`src/rtl/motor_pkg.sv`:
```
// Shared types and constants for the motor PWM driver: gate FSM state encoding,
// period/duty widths and the slew-limited duty step helper.
package motor_pkg;

  localparam int unsigned DUTY_W = 8;
  localparam int unsigned DT_W   = 4;

  localparam logic [DUTY_W-1:0] PWM_MAX = 8'd254;

  typedef enum logic [2:0] {
    IDLE,
    DEAD_H,
    HIGH_ON,
    DEAD_L,
    LOW_ON
  } gate_state_t;

  // Move cur toward tgt by at most step; 9-bit math so neither direction wraps.
  function automatic logic [DUTY_W-1:0] slew_toward(
    input logic [DUTY_W-1:0] cur,
    input logic [DUTY_W-1:0] tgt,
    input logic [DUTY_W:0]   step
  );
    logic [DUTY_W:0] diff;
    logic [DUTY_W:0] res;
    if (tgt >= cur) begin
      diff = {1'b0, tgt} - {1'b0, cur};
      res  = {1'b0, cur} + ((diff < step) ? diff : step);
    end else begin
      diff = {1'b0, cur} - {1'b0, tgt};
      res  = {1'b0, cur} - ((diff < step) ? diff : step);
    end
    return res[DUTY_W-1:0];
  endfunction

endpackage

```
`src/rtl/deadtime_gate.sv`:
```
// Five-state complementary gate FSM with a dead-time down-counter; both gates
// are registered and can never be high together.
module deadtime_gate
  import motor_pkg::*;
#(
  parameter int unsigned DEADTIME = 2
) (
  input  logic c20k,
  input  logic reset,
  input  logic Enable,
  input  logic desired,
  output logic GateHigh,
  output logic GateLow
);

  localparam logic [DT_W-1:0] DT_LOAD = DT_W'(DEADTIME - 1);
  localparam logic [DT_W-1:0] DT_ONE  = DT_W'(1);

  gate_state_t     state;
  logic [DT_W-1:0] dt_cnt;

  always_ff @(posedge c20k or posedge reset) begin
    if (reset) begin
      state    <= IDLE;
      dt_cnt   <= '0;
      GateHigh <= 1'b0;
      GateLow  <= 1'b0;
    end else if (!Enable) begin
      state    <= IDLE;
      dt_cnt   <= '0;
      GateHigh <= 1'b0;
      GateLow  <= 1'b0;
    end else begin
      case (state)
        IDLE: begin
          state    <= DEAD_L;
          dt_cnt   <= DT_LOAD;
          GateHigh <= 1'b0;
          GateLow  <= 1'b0;
        end
        LOW_ON: begin
          if (desired) begin
            state   <= DEAD_H;
            dt_cnt  <= DT_LOAD;
            GateLow <= 1'b0;
          end
        end
        HIGH_ON: begin
          if (!desired) begin
            state    <= DEAD_L;
            dt_cnt   <= DT_LOAD;
            GateHigh <= 1'b0;
          end
        end
        // Both dead states re-evaluate desired on exit, so a pulse that ended
        // during the dead interval falls straight back to the low side.
        DEAD_H, DEAD_L: begin
          if (dt_cnt != '0) begin
            dt_cnt <= dt_cnt - DT_ONE;
          end else if (desired) begin
            state    <= HIGH_ON;
            GateHigh <= 1'b1;
          end else begin
            state   <= LOW_ON;
            GateLow <= 1'b1;
          end
        end
        default: begin
          state    <= IDLE;
          dt_cnt   <= '0;
          GateHigh <= 1'b0;
          GateLow  <= 1'b0;
        end
      endcase
    end
  end

endmodule

```
`src/rtl/motor_pwm_driver.sv`:
```
// Half-bridge PWM driver: 255-cycle period counter, period-synchronous slew-limited
// duty register and dead-time gate FSM. Optional ADC strobe: PWM_SAMPLE_TRIGGER_EN.
module motor_pwm_driver
  import motor_pkg::*;
#(
  parameter int unsigned DEADTIME  = 2,
  parameter int unsigned SLEW_STEP = 4
) (
  input  logic              c20k,
  input  logic              reset,
  input  logic [DUTY_W-1:0] MotorSignal,
  input  logic              Enable,
  output logic              GateHigh,
  output logic              GateLow,
  output logic [DUTY_W-1:0] AppliedDuty,
  output logic              PeriodStart,
  output logic              SampleTrigger
);

  localparam logic [DUTY_W:0]   STEP    = (DUTY_W + 1)'(SLEW_STEP);
  localparam logic [DUTY_W-1:0] CNT_ONE = DUTY_W'(1);

  logic [DUTY_W-1:0] cnt;
  logic              desired;

  always_ff @(posedge c20k or posedge reset) begin
    if (reset) begin
      cnt         <= '0;
      PeriodStart <= 1'b0;
    end else begin
      cnt         <= (cnt == PWM_MAX) ? '0 : cnt + CNT_ONE;
      PeriodStart <= (cnt == PWM_MAX);
    end
  end

  // MotorSignal is taken as the target in the count-254 cycle and applied on the
  // wrap edge; a disable clears the duty and overrides that boundary update.
  always_ff @(posedge c20k or posedge reset) begin
    if (reset) begin
      AppliedDuty <= '0;
    end else if (!Enable) begin
      AppliedDuty <= '0;
    end else if (cnt == PWM_MAX) begin
      AppliedDuty <= slew_toward(AppliedDuty, MotorSignal, STEP);
    end
  end

  always_comb begin
    desired = Enable && (cnt < AppliedDuty);
  end

  deadtime_gate #(
    .DEADTIME (DEADTIME)
  ) u_gate (
    .c20k     (c20k),
    .reset    (reset),
    .Enable   (Enable),
    .desired  (desired),
    .GateHigh (GateHigh),
    .GateLow  (GateLow)
  );

`ifdef PWM_SAMPLE_TRIGGER_EN
  always_ff @(posedge c20k or posedge reset) begin
    if (reset) begin
      SampleTrigger <= 1'b0;
    end else begin
      SampleTrigger <= Enable && (AppliedDuty >= 8'd2) && (cnt == (AppliedDuty >> 1));
    end
  end
`else
  assign SampleTrigger = 1'b0;
`endif

endmodule

```
`config.mk`:
```
export PLATFORM = sky130hd
export DESIGN_NAME = motor_pwm_driver
export DESIGN_NICKNAME = d
export VERILOG_FILES = /design/src/rtl/motor_pkg.sv /design/src/rtl/deadtime_gate.sv /design/src/rtl/motor_pwm_driver.sv
export SDC_FILE = /design/constraint.sdc
export NUM_CORES = 1
export LEC_CHECK = 0
export ABC_CLOCK_PERIOD_IN_PS = 6400
export CORE_MARGIN = 8
export CORE_UTILIZATION = 55
export CTS_CLUSTER_SIZE = 10
export DETAILED_ROUTE_END_ITERATION = 10
export DONT_BUFFER_PORTS = 1
export PLACE_DENSITY = 0.75
export SLEW_MARGIN = 15
export SYNTH_ARGS = -nofsm -noshare
export SYNTH_HDL_FRONTEND = slang
export SYNTH_SLANG_ARGS = --single-unit
```
`constraint.sdc`:
```
create_clock -name c20k -period 6.4 [get_ports c20k]
set_input_delay 0.96 -clock c20k [delete_from_list [all_inputs] [get_ports c20k]]
set_output_delay 0.96 -clock c20k [all_outputs]
set_load 0.03 [all_outputs]
```
# [Word level (Yosys, flattened, before mapping)]
# Index checks and enable logic that the tools add are counted.
[op_classes] n_addsub=6 magnitude_cmp=4 n_eq_ne=14 muxes=27 n_reduce_logical=8
[ops] op="$mux 8" count=6
[ops] op="$lt 9x3->1 const B" count=2
[ops] op="$sub 8x8->9" count=2
[ops] op="$mux 4" count=4
[ops] op="$pmux 4 s4" count=1
[ops] op="$mux 3" count=5
[ops] op="$pmux 3 s4" count=1
[ops] op="$ne 3x2->1 const B" count=3
[ops] op="$ne 3x3->1 const B" count=3
[ops] op="$add 8x1->8 const B" count=1
[ops] op="$add 8x8->8" count=1
[ops] op="$eq 8x8->1 const B" count=1
[ops] op="$ge 8x8->1" count=1
[ops] op="$lt 8x8->1" count=1
[ops] op="$mux 1" count=8
[ops] op="$reduce_and 4->1" count=2
[ops] op="$sub 8x8->8" count=1
[ops] op="$eq 3x2->1 const B" count=2
[ops] op="$pmux 1 s3" count=2
[ops] op="$reduce_and 3->1" count=2
[ops] op="$ne 2x2->1 const B" count=2
[ops] op="$reduce_bool 4->1" count=1
[ops] op="$sub 4x1->4 const B" count=1
[ops] op="$eq 3x1->1 const B" count=1
[ops] op="5 further kinds" count=5
[totals] ff_bits=26 input_bits=11 wordCells=66

# [Logic depth before layout (Yosys ltp)]
[depth] depth_word=7 depth_mapped=21 mapped_depth_nobuf=21

# [Cells and area by module]
# From an unflattened synthesis, not the netlist that was laid out.
[hier_totals] hier_cells=302 hier_area_um2=2666.3
[by_module_without_submodules] mod="motor_pwm_driver" instances=1 cells_each=244 area_each_um2=2088.3
[by_module_without_submodules] mod="deadtime_gate" instances=1 cells_each=58 area_each_um2=578.1

# [Least setup slack after synthesis]
# No wires, ideal clock.
[synth_path] kind="input to register" start="input MotorSignal[0]" end="register AppliedDuty[7]" setup_ps=128 arrival_time_ps=4997 required_ps=6272 path_slack_ps=1274 path_stages=19 path_buffers=0 path_cell_list="ha_1 -> inv_1 -> fa_1 -> a21o_1 -> a21oi_2 -> o21ai_2 -> a2111oi_4 -> nor4b_4 -> or2b_1 -> ha_1 -> a22o_1 -> ha_1 -> a21oi_1 -> o211ai_1 -> o41ai_1 -> nor4b_1 -> o21ai_0 -> nor4bb_1 -> nand2_1"
[synth_via] elab_chain_cells=7 word_cells_on_any_way=12 classes_between="4 x add/sub; 3 x order compare; 5 x mux"
[synth_rtl] element="start: declaration" line="motor_pwm_driver.sv:11" rtl="input logic [DUTY_W-1:0] MotorSignal,"
[synth_rtl] element="$sub 8x8->9, on equally long branches" line="motor_pkg.sv:30, motor_pkg.sv:27"
[synth_rtl] element="$lt 9x3->1, on equally long branches" line="motor_pkg.sv:31, motor_pkg.sv:28"
[synth_rtl] element="$mux 8, on equally long branches" line="motor_pkg.sv:31, motor_pkg.sv:28"
[synth_rtl] element="$sub 8x8->8 or $add 8x8->8 (tied branches)" line="motor_pkg.sv:31, motor_pkg.sv:28"
[synth_rtl] element="$mux 8 *" line="motor_pkg.sv:26" rtl="if (tgt >= cur) begin"
[synth_rtl] element="$mux 8 *" line="motor_pwm_driver.sv:43" rtl="end else if (cnt == PWM_MAX) begin"
[synth_rtl] element="$mux 8 *" line="motor_pwm_driver.sv:41" rtl="end else if (!Enable) begin"
[synth_rtl] element="end signal: assignment" line="motor_pwm_driver.sv:44" rtl="AppliedDuty <= slew_toward(AppliedDuty, MotorSignal, STEP);"
[synth_rtl] element="end: declaration" line="motor_pwm_driver.sv:15" rtl="output logic [DUTY_W-1:0] AppliedDuty,"
# Mark *: on every way between the ends. The rest lies on a longest branch, timed or not. The select of a mux whose other input is x is not followed.
# A chain may end at the register's enable or synchronous reset.

# [Worst setup path after layout]
[layout_path] start="register AppliedDuty[0]" end="register AppliedDuty[7]"
[layout_via] elab_chain_cells=7 word_cells_on_any_way=12 classes_between="4 x add/sub; 3 x order compare; 5 x mux"
[layout_rtl] element="$sub 8x8->9, on equally long branches" line="motor_pkg.sv:30, motor_pkg.sv:27"
[layout_rtl] element="$lt 9x3->1, on equally long branches" line="motor_pkg.sv:31, motor_pkg.sv:28"
[layout_rtl] element="$mux 8, on equally long branches" line="motor_pkg.sv:31, motor_pkg.sv:28"
[layout_rtl] element="$sub 8x8->8 or $add 8x8->8 (tied branches)" line="motor_pkg.sv:31, motor_pkg.sv:28"
[layout_rtl] element="$mux 8 *" line="motor_pkg.sv:26"
[layout_rtl] element="$mux 8 *" line="motor_pwm_driver.sv:43"
[layout_rtl] element="$mux 8 *" line="motor_pwm_driver.sv:41"
# Marked as above.

==> results.toml <==
[floorplanning]
dieArea_mm2 = 0.00725
die_x_um = 85.1
ios = 23
initial_utilization_pct = 56.4
rows = 25
core_mm2 = 0.00466
fp.dieH_um = 85.1

[run]
max-cap-violations = 0

[grt]
antenna_found_initial = 0
grt_pass1_vias = 2145
globalRouteOverflowTotal = 0
grt_pass1_wl_mm = 9.78
grt_usage_pct = 16.4
grt_max_degree = 27

[route]
wl_per_cell_um = 15.7
drt_iter0_markers = 93
num_vias = 2230
wirelength_mm = 5.69
drc = 0
firstDrtPassIters = 4
viasPerCell = 6.16
postRouteAntennaNets = 0

[worst_hold_path]
hp-class = "reg -> reg"

[logic_synthesis]
synth_cell_types = 61
synth_area_mm2 = 0.00263
synth_async_sr_flop_share_pct = 100
synth_fp_nets = 362
synth_cells = 312
seq_area_frac_synth_pct = 24.8
synth-seq-cells = 26
synth-main-ff-cell = "dfrtp_1"
avgSynthCellArea_um2 = 8.42
yosys_warnings = 0
synth_enable_flop_cells = 0

[cells_and_area]
seq_area_um2 = 651
antenna_cells = 0
post-route-util_pct = 58.4
multi_input_area_mm2 = 0.00182
num-nets-final = 359
syn2layout_area_growth_pct = 3.62
n_fill_cell = 416
drive_gt1_share_pct = 4.22

[pwr]
p_leak_nw = 1.21
p_per_area_mw_per_mm2 = 170
ir_drop_mv = 0.182

[critical_path]
worstPathArrival_ps = 5570
critPathCaptureType = "flip-flop"
worst_r2r_path_depth = 20
reg2reg_slack_ps = 990
cp-startpoint = "AppliedDuty[0]"
cp-endpoint = "AppliedDuty[7]"
r2r_start = "AppliedDuty[0]"
required_ps = 6570
crit_fanout = 7
r2r-end = "AppliedDuty[7]"
cp-start-kind = "flip-flop"
path_class = "reg -> reg"

[clocking]
cts_tree = "built"
post_cts_buffers = 0
cts_resized = 0
h-tree-depth = 1
ctsRootBufferMaster = "clkbuf_8"
cts_buffer_depth = 2
cts.sinks = 26
cts_buffers = 3
clk_pin_slew_ps = 90
clkLatencyLatePin_ps = 280
postCtsHoldBufs = 0

[timing]
hold_violations = 0
tightestPinTransition_ps = 973
finalSetupTns_ps = 0
fin_crit_sh_pct = 84.5
finClkSkew_ps = 2.42
setup_viol = 0
rsz0062_at_grt = "false"
worst_hold_slack_ps = 526
slew_viol_final = 0
max_slew_margin_pct = 35.1
min_period_ps = 5410
fmax_mhz = 185

[placement]
post-dp-hpwl_mm = 4.49
gp_congestion = 0.906
io_buffers = 0

[run_status]
status = "finished clean"
[sequential cells by signal (all words and copies together) (netlist names)]
| name | cells |
|---|---|
| u_gate.dt_cnt | 4 |
| PeriodStart | 1 |
| cnt | 8 |
| u_gate.GateLow | 1 |
| u_gate.GateHigh | 1 |
| u_gate.state | 3 |
| AppliedDuty | 8 |
[stage by stage]
step                      cells  total power, mW  worst slack [ps]  area, um2
after floorplan             312            0.304              1270       2630
after global placement      358            0.325               987       2650
after detailed placement    358            0.326               820       2650
after CTS                   362            0.468              1010       2720
after global routing        362            0.494               655       2720
final                       362            0.464               991       2720
[cells by family (layout without fill, tap and decap cells)]
| logic type | Yosys count | in the layout | synth area share (%) |
|---|---|---|---|
| AOI/OAI and AO/OA | 86 | 86 | 22.9 |
| xor gates and xnor gates | 15 | 15 | 5.00 |
| adders and majority gates | 39 | 39 | 19.4 |
| buffers and inverters | 38 | 34 | 5.95 |
| DFF | 26 | 26 | 24.8 |
| muxes | 2 | 2 | 0.810 |
| other | 1 | 1 | 0.143 |
| and+or+nand+nor | 105 | 105 | 21.0 |
[critical path: stages (launching register included)]
cell,delay (ps)
dfrtp_1,570
inv_1,160
ha_1,150
inv_1,50
fa_1,400
a21o_1,190
a21oi_2,170
o21ai_2,80
a2111oi_4,530
nor4b_4,420
or2b_1,270
ha_1,280
a22o_1,210
ha_1,260
a21oi_1,200
o211ai_1,160
o41ai_1,570
nor4b_1,150
o21ai_0,170
nor4bb_1,210
nand2_1,70
[where the power goes]
| group | internal (mW) | switching [mW] | total (mW) | leakage (nW) |
|---|---|---|---|---|
| combinational | 0.0496 | 0.0675 | 0.117 | 0.831 |
| sequential | 0.182 | 0.0257 | 0.208 | 0.342 |
| clock | 0.0838 | 0.0551 | 0.139 | 0.0357 |
| total | 0.316 | 0.148 | 0.464 | 1.21 |
[placed cells by master, fill, tap and decap left out, types with 2 or more instances in the layout]
master,Yosys,routed
ha_1,36,36
inv_1,30,30
dfrtp_1,26,26
nor2_1,26,26
nand2_1,25,25
o21ai_0,25,25
a21oi_1,18,18
nand3_1,11,11
xnor2_1,10,10
nor3_1,9,9
nand2b_1,7,7
a21boi_0,6,6
xor2_1,5,5
nor2b_1,4,4
nand4_1,3,3
o211a_1,3,3
nand3b_1,3,3
a41o_1,3,3
a21o_1,3,3
o21a_1,3,3
fa_1,3,3
clkbuf_8,0,3
and2_1,2,2
a211oi_1,2,2
o21bai_1,2,2
o22ai_1,2,2
nor4b_1,2,2
nor4_1,2,2
a31oi_1,2,2
or4_1,2,2
o31ai_1,2,2
[cell usage after synthesis (2+ instances only)]
cell / number / area, um2
and2_1: 2 / 12.5
nand3b_1: 3 / 22.5
o21ai_0: 25 / 125
nand2b_1: 7 / 43.8
o211a_1: 3 / 30.0
clkbuf_1: 4 / 15.0
a21oi_1: 18 / 90.1
nor2_1: 26 / 97.6
buf_2: 2 / 10.0
xnor2_1: 10 / 87.6
o22ai_1: 2 / 12.5
fa_1: 3 / 60.1
nor4_1: 2 / 12.5
a21boi_0: 6 / 45.0
or4_1: 2 / 15.0
nor2b_1: 4 / 25.0
o31ai_1: 2 / 15.0
xor2_1: 5 / 43.8
a31oi_1: 2 / 12.5
a41o_1: 3 / 30.0
a211oi_1: 2 / 15.0
o21bai_1: 2 / 15.0
ha_1: 36 / 450
nand3_1: 11 / 55.1
inv_1: 30 / 113
a21o_1: 3 / 22.5
dfrtp_1: 26 / 651
nor3_1: 9 / 45.0
nand2_1: 25 / 93.8
nor4b_1: 2 / 17.5
nand4_1: 3 / 18.8
o21a_1: 3 / 22.5
[how the worst min path moves through the flow]
| stage | from | endpoint | slack, ps | cells past startpoint |
|---|---|---|---|---|
| after detailed placement | cnt[7] | cnt[7] | 530 | 1 |
| after global routing | cnt[7] | cnt[7] | 550 | 1 |
| after CTS | cnt[7] | cnt[7] | 540 | 1 |
| final | cnt[7] | cnt[7] | 530 | 1 |
| after floorplan | cnt[7] | cnt[7] | 470 | 1 |
| after global placement | cnt[7] | cnt[7] | 520 | 1 |
[routing by layer]
| metal | track usage (%) | vias to the layer above | share of wire [%] | routed length (um) |
|---|---|---|---|---|
| met5 | 0 | - | 0 | 0 |
| met4 | 5.34 | 0 | 1.8 | 102 |
| met3 | 3.67 | 11 | 4.7 | 266 |
| met2 | 28.1 | 54 | 47 | 2670 |
| met1 | 19.6 | 1064 | 47 | 2660 |
| li1 | - | 1101 | - | - |
[cell type report]
class	count	share of cell area, %
clock buffer	3	1.52
inverter	30	4.14
tap	54	2.48
clock inverter	1	1.10
sequential	26	23.9
multi-input combinational	248	66.9
No activity file was read; power rests on OpenSTA's default activity.
